[config.mk]
export PLATFORM = sky130hd
export DESIGN_NAME = alu_arbiter
export DESIGN_NICKNAME = d
export VERILOG_FILES = /design/src/rtl/alu_arbiter.sv
export SDC_FILE = /design/constraint.sdc
export NUM_CORES = 1
export LEC_CHECK = 0
export ABC_AREA = 1
export CORE_MARGIN = 4
export CORE_UTILIZATION = 36
export DETAILED_ROUTE_END_ITERATION = 7
export GPL_TIMING_DRIVEN = 0
export HOLD_SLACK_MARGIN = 0.08
export PLACE_DENSITY = 0.81
export SYNTH_ARGS = -nofsm -noshare
export SYNTH_HDL_FRONTEND = slang
export SYNTH_SLANG_ARGS = --single-unit
export TNS_END_PERCENT = 1
[constraint.sdc]
create_clock -name clk -period 1.35 [get_ports clk]
set_input_delay 0.135 -clock clk [delete_from_list [all_inputs] [get_ports clk]]
set_output_delay 0.135 -clock clk [all_outputs]
set_load 0.02 [all_outputs]
[src/rtl/alu_arbiter.sv]
// Two-requester round-robin front end for a shared combinational ALU (IDLE/EXEC/RESP).
// Define ALU_MULDIV_STALL_EN to stretch MUL/DIV EXEC to MULDIV_CYCLES cycles.
module alu_arbiter #(
    parameter int unsigned MULDIV_CYCLES = 4
) (
    input  logic        clk,
    input  logic        rst_n,
    input  logic        req0_valid,
    input  logic        req1_valid,
    output logic        req0_ready,
    output logic        req1_ready,
    input  logic [31:0] req0_oprd1,
    input  logic [31:0] req0_oprd2,
    input  logic [31:0] req1_oprd1,
    input  logic [31:0] req1_oprd2,
    input  logic [3:0]  req0_option,
    input  logic [3:0]  req1_option,
    output logic [31:0] alu_oprd1,
    output logic [31:0] alu_oprd2,
    output logic [3:0]  alu_option,
    input  logic [31:0] alu_result,
    input  logic        alu_zero,
    output logic        rsp_valid,
    output logic        rsp_id,
    output logic [31:0] rsp_result,
    output logic        rsp_zero,
    output logic        rsp_divz
);

`ifdef ALU_MULDIV_STALL_EN
    localparam bit STALL_EN = 1'b1;
`else
    localparam bit STALL_EN = 1'b0;
`endif
    localparam logic [3:0] MULDIV_LAST = 4'(MULDIV_CYCLES - 1);
    localparam logic [3:0] OP_MUL = 4'b1000;
    localparam logic [3:0] OP_DIV = 4'b1001;

    typedef enum logic [1:0] {IDLE, EXEC, RESP} state_t;

    state_t     state, state_nx;
    logic [3:0] cnt;
    logic [3:0] exec_max;
    logic       exec_last;
    logic       last_grant;
    logic       owner;
    logic       win;
    logic       can_grant;
    logic       accept;
    logic       divz;

    // Ready is gated by rst_n so no grant is visible while reset is held.
    always_comb begin
        win = 1'b0;
        if (req0_valid && req1_valid)
            win = ~last_grant;
        else if (req1_valid)
            win = 1'b1;
        can_grant  = rst_n && (state == IDLE || state == RESP);
        req0_ready = can_grant && req0_valid && !win;
        req1_ready = can_grant && req1_valid && win;
        accept     = req0_ready || req1_ready;
        rsp_valid  = (state == RESP);
        exec_max   = (STALL_EN && (alu_option == OP_MUL || alu_option == OP_DIV))
                     ? MULDIV_LAST : 4'd0;
        exec_last  = (cnt == exec_max);
        divz       = (alu_option == OP_DIV) && (alu_oprd2 == '0);
    end

    always_comb begin
        state_nx = state;
        unique case (state)
            IDLE: if (accept) state_nx = EXEC;
            EXEC: if (exec_last) state_nx = RESP;
            RESP: state_nx = accept ? EXEC : IDLE;
            default: state_nx = IDLE;
        endcase
    end

    always_ff @(posedge clk or negedge rst_n) begin
        if (!rst_n)
            state <= IDLE;
        else
            state <= state_nx;
    end

    always_ff @(posedge clk or negedge rst_n) begin
        if (!rst_n) begin
            cnt        <= '0;
            last_grant <= 1'b1;
            owner      <= 1'b0;
            alu_oprd1  <= '0;
            alu_oprd2  <= '0;
            alu_option <= '0;
            rsp_id     <= 1'b0;
            rsp_result <= '0;
            rsp_zero   <= 1'b0;
            rsp_divz   <= 1'b0;
        end else begin
            if (accept) begin
                cnt        <= '0;
                owner      <= win;
                last_grant <= win;
                alu_oprd1  <= win ? req1_oprd1  : req0_oprd1;
                alu_oprd2  <= win ? req1_oprd2  : req0_oprd2;
                alu_option <= win ? req1_option : req0_option;
            end else if (state == EXEC) begin
                if (!exec_last) begin
                    cnt <= cnt + 4'd1;
                end else begin
                    rsp_id     <= owner;
                    rsp_divz   <= divz;
                    rsp_result <= divz ? '1 : alu_result;
                    rsp_zero   <= divz ? 1'b0 : alu_zero;
                end
            end
        end
    end

endmodule

==> metrics.md, run 1 <==
| Metric | Value |
|---|---|
| Top cells by count, synth | `nand2_1, dfrtp_1, nor2_1` |
| GPL Wtd Cong | `0.826` |
| Core area | `14,000 µm²` |
| Library cells used by synthesis | `22` |
| Vias post-DR | `5,457` |
| DR DRC count | `0` |
| Worst Max-Slew Pin Slew | `472 ps` |
| Cell taking the most area after synthesis | `dfrtp_1` |
| Crit. End Element | `flip-flop` |
| FF-to-FF path depth | `10` |
| Die ar. | `16,500 µm²` |
| Failing checks | `hold timing, setup timing` |
| Ports | `279` |
| Max clock buf depth | `2` |
| Grt total ovfl | `0` |
| FF-to-FF Start | `last_grant` |
| Pwr/cell area | `1400 nW/µm²` |
| CTS tree | `built` |
| Top-area cell type share of the netlist area | `0.528` |
| Largest net degree at the start of global routing | `58` |
| R2r endpoint | `alu_oprd1[5]` |
| Fin Hold WS | `-346 ps` |
| Ys async rst share | `1.00` |
| Crit-path max FO | `10` |
| Hold buffers post-CTS | `1` |
| Initial Utilization | `0.372` |
| CP Class | `flip-flop to flip-flop` |
| # nets final | `1,140` |
| Initial antenna violation count | `0` |
| Die Ht | `128 µm` |
| Seq/Total Area, Yosys | `0.533` |
| WL/cell | `16.3 µm` |
| Final worst slack | `-293 ps` |
| Cells after Synth | `roughly 670` |
| Pins Over Slew Limit | `0` |
| Inserted Clock Buffers | `9` |
| Clk slew on worst S/H paths | `70 ps` |
| Final setup fails | `109` |
| Mean Syn Cell Area | `7.81 µm²` |
| Peak supply drop | `0.795 mV` |
| Minimum clock period | `between 1500 and 2000 ps` |
| Clock sinks | `111` |
| Die X | `128 µm` |
| Number of max-cap violations | `0` |
| Required @ worst endpoint | `1580 ps` |
| CP Launch Type | `flip-flop` |
| Synth warnings | `0` |
| H-tree levels | `3` |
| Clock root buffer | `clkbuf_16` |
| Global-route wire length before repair | `28.6 mm` |
| Final hold vios | `55` |
| Status | `finished with violations` |
| DRT Pass-1 Iters | `4` |
| Pwr Total | `approximately 12 mW` |
| Most frequent cell after synthesis | `nand2_1` |
| Post-DP HPWL | `14.1 mm` |
| Fmax | `between 0.6 and 0.7 GHz` |
| Leak | `around 4.3 nW` |
| Design area | `8880 µm²` |
| Gr usage total | `0.223` |
| Synth Flop Type | `dfrtp_1` |
| Port Buffers | `278` |
| HP Class | `input pin to async pin` |
| Post-layout util | `0.632` |
| Post-DRT Antenna Nets | `0` |
| Synthesized flop and latch total | `111` |
| Ratio of cells with drive above 1 in the final layout | `0.125` |
| R2R setup slack | `-290 ps` |
| Placement Cell Area | `8250 µm²` |
| Fin crit share | `1.22` |
| WL final | `around 19 mm` |
| Std cell rows | `43` |
| Layout Skew | `9.69 ps` |
| Vias per Instance | `4.75` |
| Number of synthesized flops with an enable pin | `0` |
| Finished Layout Cells | `1,150` |
| Rel. slew slack | `0.685` |
| Vias in the first global route | `5,515` |
| N_diodes | `0` |
| Placed cells | `1,127` |
| Drt first-iter violations | `202` |
| Synthesized net count | `roughly 840` |
| Later-pin clock latency in the skew report | `~350 ps` |
| Mapped cell area | `5220 µm²` |
| RSZ-0062 raised after global routing | `yes` |
| Area contributors post-synth | `dfrtp_1, nand2_1, a31oi_1, nor2_1, inv_1` |
| Synth-to-Final Area Change | `70.1%` |
| Critical path arrival | `1870 ps` |
-- state kept, by name (all words and copies together), names as in the netlist --
name,cells
rsp_result,32
last_grant,1
alu_oprd2,32
owner,1
state,2
alu_option,4
rsp_id,1
rsp_divz,1
rsp_zero,1
alu_oprd1,32
cnt,4
-- cell type report --
cell class | count | area (µm²)
repair buffers | 286 | 2790
flip-flops and latches | 111 | 2780
fillers | 1241 | 5160
clock inverters | 4 | 45.0
multi-input cells | 470 | 2220
plain buffers | 38 | 367
clock buffers | 12 | 246
inverters | 49 | 196
well taps | 180 | 225
-- stage by stage --
stage / setup slack, ps / hold slack [ps] / TNS (ps)
2_1_floorplan: -89.4 / -161 / -5660
3_3_place_gp: -4790 / 454 / -838740
3_5_place_dp: -949 / 142 / -62730
4_1_cts: -299 / -328 / -25070
5_1_grt: -358 / -333 / -33980
6_report: -293 / -346 / -23550
-- placed cells by master (no fill, tap or decap), types with 3 or more instances in the layout --
| cell type | instances |
|---|---|
| a31oi_1 | 57 |
| clkbuf_2 | 4 |
| dfrtp_1 | 110 |
| o21ai_0 | 3 |
| buf_12 | 4 |
| inv_2 | 3 |
| nor2_1 | 63 |
| nand3_1 | 3 |
| nor2_2 | 29 |
| nor2_4 | 9 |
| inv_1 | 43 |
| a31oi_2 | 9 |
| nand2_1 | 283 |
| buf_8 | 5 |
| clkinv_2 | 3 |
| buf_2 | 5 |
| clkdlybuf4s50_1 | 171 |
| buf_6 | 15 |
| buf_4 | 8 |
| clkbuf_1 | 6 |
| clkbuf_16 | 10 |
| dlygate4sd2_1 | 103 |
-- per-layer routing --
metal | track usage | share of wire
met3 | 0.0780 | 0.11
met2 | 0.393 | 0.50
met5 | 0 | 0
met4 | 0.0755 | 0.028
met1 | 0.251 | 0.36
-- worst max path at each step --
stage	from	to	depth (start not counted)
2_1_floorplan	last_grant	alu_oprd2[19]	9
3_3_place_gp	rst_n	req0_ready	6
3_5_place_dp	req0_valid	req0_ready	7
4_1_cts	last_grant	alu_oprd1[13]	10
5_1_grt	last_grant	alu_oprd2[5]	10
6_report	last_grant	alu_oprd1[5]	10
-- logic make-up after synthesis --
kind of cell | synth area share
DFF | 0.533
buffers and inverters | 0.0835
adders and majority gates | 0.00480
AOI/OAI and AO/OA | 0.0873
and+or+nand+nor | 0.292
-- worst max-delay path, stage by stage, from the launching register on --
cell     delay, ps
dfstp_2        540
nand2_2         70
nand2_4        120
buf_6          120
nor2_4          40
nor2_4         120
inv_4           50
buf_12         150
buf_6          150
nor2_1         100
a31oi_1         60
-- what timing repair did --
| item | 4_1_cts | 5_1_grt |
|---|---|---|
| gates cloned | 1 | 0 |
| pin swaps | 6 | 4 |
| buffers inserted | 5 | 0 |
| setup endpoints to repair | 214 | 112 |
| hold endpoints to repair | 82 | 55 |
| resized for setup | 168 | 51 |
-- power breakdown --
part | total [mW] | internal (mW) | leakage (nW) | switching [mW]
combinational | 4.96 | 2.14 | 2.82 | 2.82
clock | 2.70 | 1.48 | 0.146 | 1.21
sequential | 4.78 | 4.19 | 1.29 | 0.584
(Power assumes the default switching activity.)
==> run 2, diff against run 1 <==
Settings changed: CORE_UTILIZATION 36 to 37, CTS_BUF_LIST from default to sky130_fd_sc_hd__clkbuf_4, PLACE_DENSITY 0.81 to 0.83.
==> metrics.md, run 2 (synthesized netlist as in run 1, its figures left out) <==
| Metric | Value |
|---|---|
| R2R setup slack | `-320 ps` |
| CP Class | `flip-flop to primary output` |
| RSZ-0062 raised after global routing | `yes` |
| Biggest regs | `alu_oprd1 x32, alu_oprd2 x32, rsp_result x32` |
| Clock sinks | `between 100 and 150` |
| GPL Wtd Cong | `0.883` |
| Final hold vios | `110` |
| Clk slew on worst S/H paths | `160 ps` |
| Die ar. | `around 16,000 µm²` |
| Core area | `between 10,000 and 15,000 µm²` |
| Worst Setup SP | `last_grant` |
| Fmax | `between 0.5 and 0.6 GHz` |
| Rel. slew slack | `0.638` |
| Placed cells | `1,127` |
| H-tree levels | `3` |
| DRT Pass-1 Iters | `4` |
| Clock Power Share | `0.175` |
| Vias in the first global route | `5,466` |
| Failing checks | `hold timing, setup timing` |
| Psw | `4.41 mW` |
| Post-DRT Antenna Nets | `0` |
| CP Launch Type | `flip-flop` |
| Max clock buf depth | `2` |
| HP Class | `input pin to async pin` |
| Status | `finished with violations` |
| Fill count | `1,255` |
| Logic pwr share | `0.415` |
| Sw Ratio | `0.381` |
| FF/Latch Area | `2780 µm²` |
| Leak | `4.05 nW` |
| DR DRC count | `0` |
| N_diodes | `0` |
| # nets final | `1,138` |
| WL/cell | `15.8 µm` |
| Number of max-cap violations | `0` |
| Ratio of cells with drive above 1 in the final layout | `0.205` |
| Most common cell after layout, fill and taps aside | `nand2_1` |
| Pins Over Slew Limit | `0` |
| Initial Utilization | `0.377` |
| Inserted Clock Buffers | `9` |
| Worst Max-Slew Pin Slew | `543 ps` |
| Die Ht | `127 µm` |
| FF-to-FF path depth | `9` |
| Layout Skew | `17.2 ps` |
| Global-route wire length before repair | `27.7 mm` |
| Minimum clock period | `1720 ps` |
| Ports | `279` |
| Fin Hold WS | `-444 ps` |
| Drt first-iter violations | `about 280` |
| Critical path arrival | `1580 ps` |
| Pwr/cell area | `1370 nW/µm²` |
| Later-pin clock latency in the skew report | `490 ps` |
| Multi-input gate area | `2090 µm²` |
| Vias per Instance | `4.80` |
| Clock root buffer | `clkbuf_4` |
| Largest net degree at the start of global routing | `69` |
| Int Pwr | `around 7.2 mW` |
| Gr usage total | `0.218` |
| Vias post-DR | `between 5,000 and 6,000` |
| Required @ worst endpoint | `around 1200 ps` |
| Grt total ovfl | `0` |
| WL final | `18.1 mm` |
| Port Buffers | `between 200 and 300` |
| Commonest non-fill, non-tap cells in the layout | `nand2_1, clkdlybuf4s50_1, dfrtp_1` |
| Std cell rows | `43` |
| Crit-path max FO | `3` |
| Final setup fails | `106` |
| CTS tree | `built` |
| Final worst slack | `-365 ps` |
| R2r endpoint | `alu_oprd1[0]` |
| Fin crit share | `1.27` |
| Synth-to-Final Area Change | `61.6%` |
| Crit. End Element | `primary output` |
| Die X | `approximately 130 µm` |
| Post-DP HPWL | `13.9 mm` |
| Reg power frac | `0.410` |
| Peak supply drop | `between 0.7 and 0.8 mV` |
| FF-to-FF Start | `last_grant` |
| Finished Layout Cells | `1,146` |
| Initial antenna violation count | `0` |
-- run 2: cell types whose count changed in the layout (fill, tap and decap cells not counted), sizes merged --
cell / delta
buf: +49
bufinv: +2
clkbuf: +5
clkinv: -1
bufbuf: -1
clkdlybuf4s15: +45
dlygate4sd2: -103
-- run 2: layout make-up --
cell class	instances	area share
Sequential cell	111	0.330
Timing Repair Buffer	284	0.312
Clock buffer	9	0.00801
Buffer	38	0.0408
Inverter	49	0.0230
Multi-Input combinational cell	470	0.248
Tap cell	180	0.0267
Clock inverter	5	0.0117
-- run 2: worst max-delay path by stage --
stage,to,slack (ps)
after CTS,req0_ready,-440
after global routing,req0_ready,-460
after detailed placement,req0_ready,-920
final,req0_ready,-370
after global placement,req0_ready,-4740
after floorplan,alu_oprd2[19],-90
-- run 2: power groups by stage --
| stage | Sequential, mW | Clock [mW] | Combinational, mW |
|---|---|---|---|
| floorplan | 5.81 | 0 | 1.38 |
| global placement | 4.76 | 0 | 5.21 |
| detailed placement | 4.81 | 0 | 5.27 |
| CTS | 4.74 | 2.07 | 4.96 |
| global route | 4.88 | 2.17 | 5.20 |
| finish | 4.75 | 2.03 | 4.80 |
-- run 2: routing by layer --
metal,vias up,global-route usage,share of wire
li1,2686,-,-
met1,2547,0.256,0.39
met2,235,0.369,0.49
met3,30,0.0724,0.10
met4,0,0.0864,0.026
met5,-,0,0
-- run 2: through the flow --
| step | instance area, µm² | util | setup TNS [ps] | power [mW] | setup WS [ps] |
|---|---|---|---|---|---|
| after floorplan | 5220 | - | -5660 | 7.19 | -89.4 |
| after global placement | 8230 | 0.595 | -833740 | 9.97 | -4740 |
| after detailed placement | 8250 | 0.597 | -56120 | 10.1 | -917 |
| after CTS | 8520 | 0.616 | -26320 | 11.8 | -439 |
| after global routing | 8430 | 0.610 | -33790 | 12.2 | -460 |
| final | 8430 | 0.610 | -23370 | 11.6 | -365 |
-- run 2: what timing repair did --
item | 4_1_cts | 5_1_grt
gates cloned | 0 | 1
endpoints found under the setup margin | 214 | 142
resized for setup | 387 | 54
endpoints found under the hold margin | 110 | 110
pin swaps | 7 | 2
buffers inserted | 4 | 0
-- run 2: worst max-delay path: stages (launching register included) --
cell and delay (ps):
dfstp_2 570, nand2_2 60, nand2_4 100, inv_6 40, clkbuf_16 140, nor2_4 70, buf_6 120
==> run 3, diff against run 2 <==
Settings changed: ABC_AREA 1 to default, CORE_UTILIZATION 37 to 36, PLACE_DENSITY 0.83 to 0.81.
==> metrics.md, run 3 <==
| Metric | Value |
|---|---|
| Core area | `13,900 µm²` |
| FF-to-FF Start | `cnt[1]` |
| Mean Syn Cell Area | `10.2 µm²` |
| Layout Skew | `13.3 ps` |
| Vias per Instance | `4.87` |
| Status | `finished with violations` |
| FF/Latch Area | `between 2000 and 3000 µm²` |
| Inserted Clock Buffers | `9` |
| RSZ-0062 raised after global routing | `yes` |
| Port Buffers | `278` |
| Number of synthesized flops with an enable pin | `0` |
| Grt total ovfl | `0` |
| Cells after Synth | `approximately 500` |
| Mapped cell area | `5110 µm²` |
| Die Ht | `127 µm` |
| Clock sinks | `between 100 and 150` |
| Synthesized flop and latch total | `111` |
| Seq/Total Area, Yosys | `0.543` |
| Leak | `3.84 nW` |
| Drt first-iter violations | `166` |
| DR DRC count | `0` |
| CTS tree | `built` |
| H-tree levels | `3` |
| DRT Pass-1 Iters | `4` |
| GPL Wtd Cong | `roughly 0.80` |
| # nets final | `977` |
| Most frequent cell after synthesis | `dfrtp_1` |
| Pwr Total | `12.4 mW` |
| Top-area cell type share of the netlist area | `0.538` |
| Area contributors post-synth | `dfrtp_1, mux2i_1, a21oi_1, nand3_2, nor2_1` |
| Die ar. | `16,200 µm²` |
| Initial Utilization | `0.368` |
| Clock root buffer | `clkbuf_4` |
| Pwr/cell area | `1460 nW/µm²` |
| Ys async rst share | `1.00` |
| Critical path arrival | `around 2300 ps` |
| Peak supply drop | `around 0.7 mV` |
| Post-DRT Antenna Nets | `0` |
| Multi-input gate area | `approximately 2300 µm²` |
| Most common cell after layout, fill and taps aside | `clkdlybuf4s50_1` |
| Fmax | `roughly 0.53 GHz` |
| Fill count | `1,231` |
| Placed cells | `958` |
| Pins Over Slew Limit | `0` |
| Largest net degree at the start of global routing | `100` |
| Final worst slack | `-548 ps` |
| Pre-CTS setup slack | `-1540 ps` |
| Global-route wire length before repair | `26.7 mm` |
| CP Class | `flip-flop to flip-flop` |
| Synth Flop Type | `dfrtp_1` |
| Vias in the first global route | `between 5,000 and 6,000` |
| Top cells by count, synth | `dfrtp_1, nor2_1, nand2_1` |
| Clk slew on worst S/H paths | `170 ps` |
| R2R setup slack | `-550 ps` |
| Design area | `around 8500 µm²` |
| Ratio of cells with drive above 1 in the final layout | `0.284` |
| Worst Max-Slew Pin Slew | `540 ps` |
| CP Launch Type | `flip-flop` |
| Crit-path max FO | `8` |
| Worst Setup SP | `cnt[1]` |
| Post-DP HPWL | `13.2 mm` |
| Std cell rows | `43` |
| Failing checks | `hold timing, setup timing` |
| Number of max-cap violations | `0` |
| Die X | `around 130 µm` |
| Fin crit share | `1.41` |
| Placement Cell Area | `8150 µm²` |
| Vias post-DR | `4,807` |
| Synth warnings | `0` |
| Initial antenna violation count | `0` |
| Gr usage total | `0.210` |
| Synth-to-Final Area Change | `65.7%` |
| Final setup fails | `112` |
| Later-pin clock latency in the skew report | `470 ps` |
| Required @ worst endpoint | `about 1800 ps` |
| WL/cell | `17.6 µm` |
| Cell taking the most area after synthesis | `dfrtp_1` |
| Final hold vios | `110` |
| Max clock buf depth | `2` |
| CP endpoint | `rsp_result[29]` |
| Crit. End Element | `flip-flop` |
| HP Class | `input pin to async pin` |
| Biggest regs | `alu_oprd1 x32, alu_oprd2 x32, rsp_result x32` |
| Finished Layout Cells | `~990` |
| Library cells used by synthesis | `33` |
| FF-to-FF path depth | `7` |
| Fin Hold WS | `-552 ps` |
| Minimum clock period | `~1900 ps` |
| R2r endpoint | `rsp_result[29]` |
| WL final | `roughly 17 mm` |
| Ports | `279` |
| N_diodes | `0` |
| Commonest non-fill, non-tap cells in the layout | `clkdlybuf4s50_1, dfrtp_1, nand2_1, nor2_1, a21oi_1` |
| Synthesized net count | `674` |
| Rel. slew slack | `0.640` |
-- run 3: cell count changes after synthesis, sizes merged, moves of 4 or more --
| cell | delta |
|---|---|
| o21ai | -4 |
| nor2 | -27 |
| clkbuf | +7 |
| buf | -11 |
| inv | -47 |
| a21oi | +69 |
| nand2 | -213 |
| nand3 | +30 |
| nor4 | +7 |
| a31oi | -67 |
| mux2i | +68 |
-- run 3: worst max-delay path: stages (launching register included) --
cell and delay [ps]:
dfrtp_1 440, inv_2 90, ha_4 130, nor3b_4 200, nand2_2 90, or4_4 640, clkbuf_16 210, nand3_2 50
-- run 3: power by group --
group | switching [mW] | total, mW | internal (mW) | leakage (nW)
registers | 0.669 | 5.00 | 4.33 | 1.28
clock network | 1.11 | 1.85 | 0.737 | 0.0786
logic | 3.03 | 5.52 | 2.49 | 2.48
total | 4.81 | 12.4 | 7.56 | 3.84
-- run 3: per-layer routing --
layer / global-route usage / vias to the layer above / routed length (µm)
li1: - / 2293 / -
met1: 0.253 / 2296 / 6920
met2: 0.360 / 198 / 8710
met3: 0.0652 / 20 / 1460
met4: 0.0644 / 0 / 307
met5: 0 / - / 0
-- run 3: metrics by stage --
step | setup TNS, ps | util | hold slack [ps]
finish | -27860 | 0.610 | -552
global route | -37520 | 0.610 | -598
CTS | -41400 | 0.609 | -592
detailed placement | -125440 | 0.587 | -27.9
global placement | -871160 | 0.585 | 466
floorplan | -29580 | - | -161
-- run 3: layout make-up --
class                   count  share of cell area
inverters                   3             0.00222
plain buffers              33              0.0475
well taps                 180              0.0266
multi-input cells         351               0.268
clock inverters             7              0.0103
repair buffers            293               0.309
clock buffers               9             0.00797
flip-flops and latches    111               0.329
-- run 3: cell families (layout without fill, tap and decap cells) --
group                    Yosys count  count (layout)  share of synthesized area
flip-flops                       111             111                      0.543
adder cells (fa/ha/maj)            2               2                    0.00489
multiplexers                      68              68                      0.133
AO/OA/AOI/OAI                     76              76                     0.0766
AND/OR/NAND/NOR                  202             202                      0.199
XOR/XNOR                           3               3                    0.00514
buffers and inverters             37             345                     0.0379
-- run 3: how the worst min path moves through the flow --
| stage | from | endpoint | slack (ps) | cells after the start |
|---|---|---|---|---|
| 3_3_place_gp | rsp_id | rsp_id | 470 | 2 |
| 6_report | rst_n | rsp_result[17] | -550 | 1 |
| 4_1_cts | rst_n | rsp_result[17] | -590 | 1 |
| 5_1_grt | rst_n | alu_oprd1[12] | -600 | 1 |
| 3_5_place_dp | rst_n | rsp_result[17] | -30 | 1 |
| 2_1_floorplan | rst_n | alu_oprd1[0] | -160 | 0 |
-- run 3: timing repair --
| item | CTS | global route |
|---|---|---|
| cloned | 0 | 1 |
| pin swaps | 3 | 5 |
| endpoints found under the setup margin | 216 | 160 |
| setup buffers | 8 | 5 |
| resized for setup | 405 | 114 |
| hold endpoints to repair | 110 | 110 |
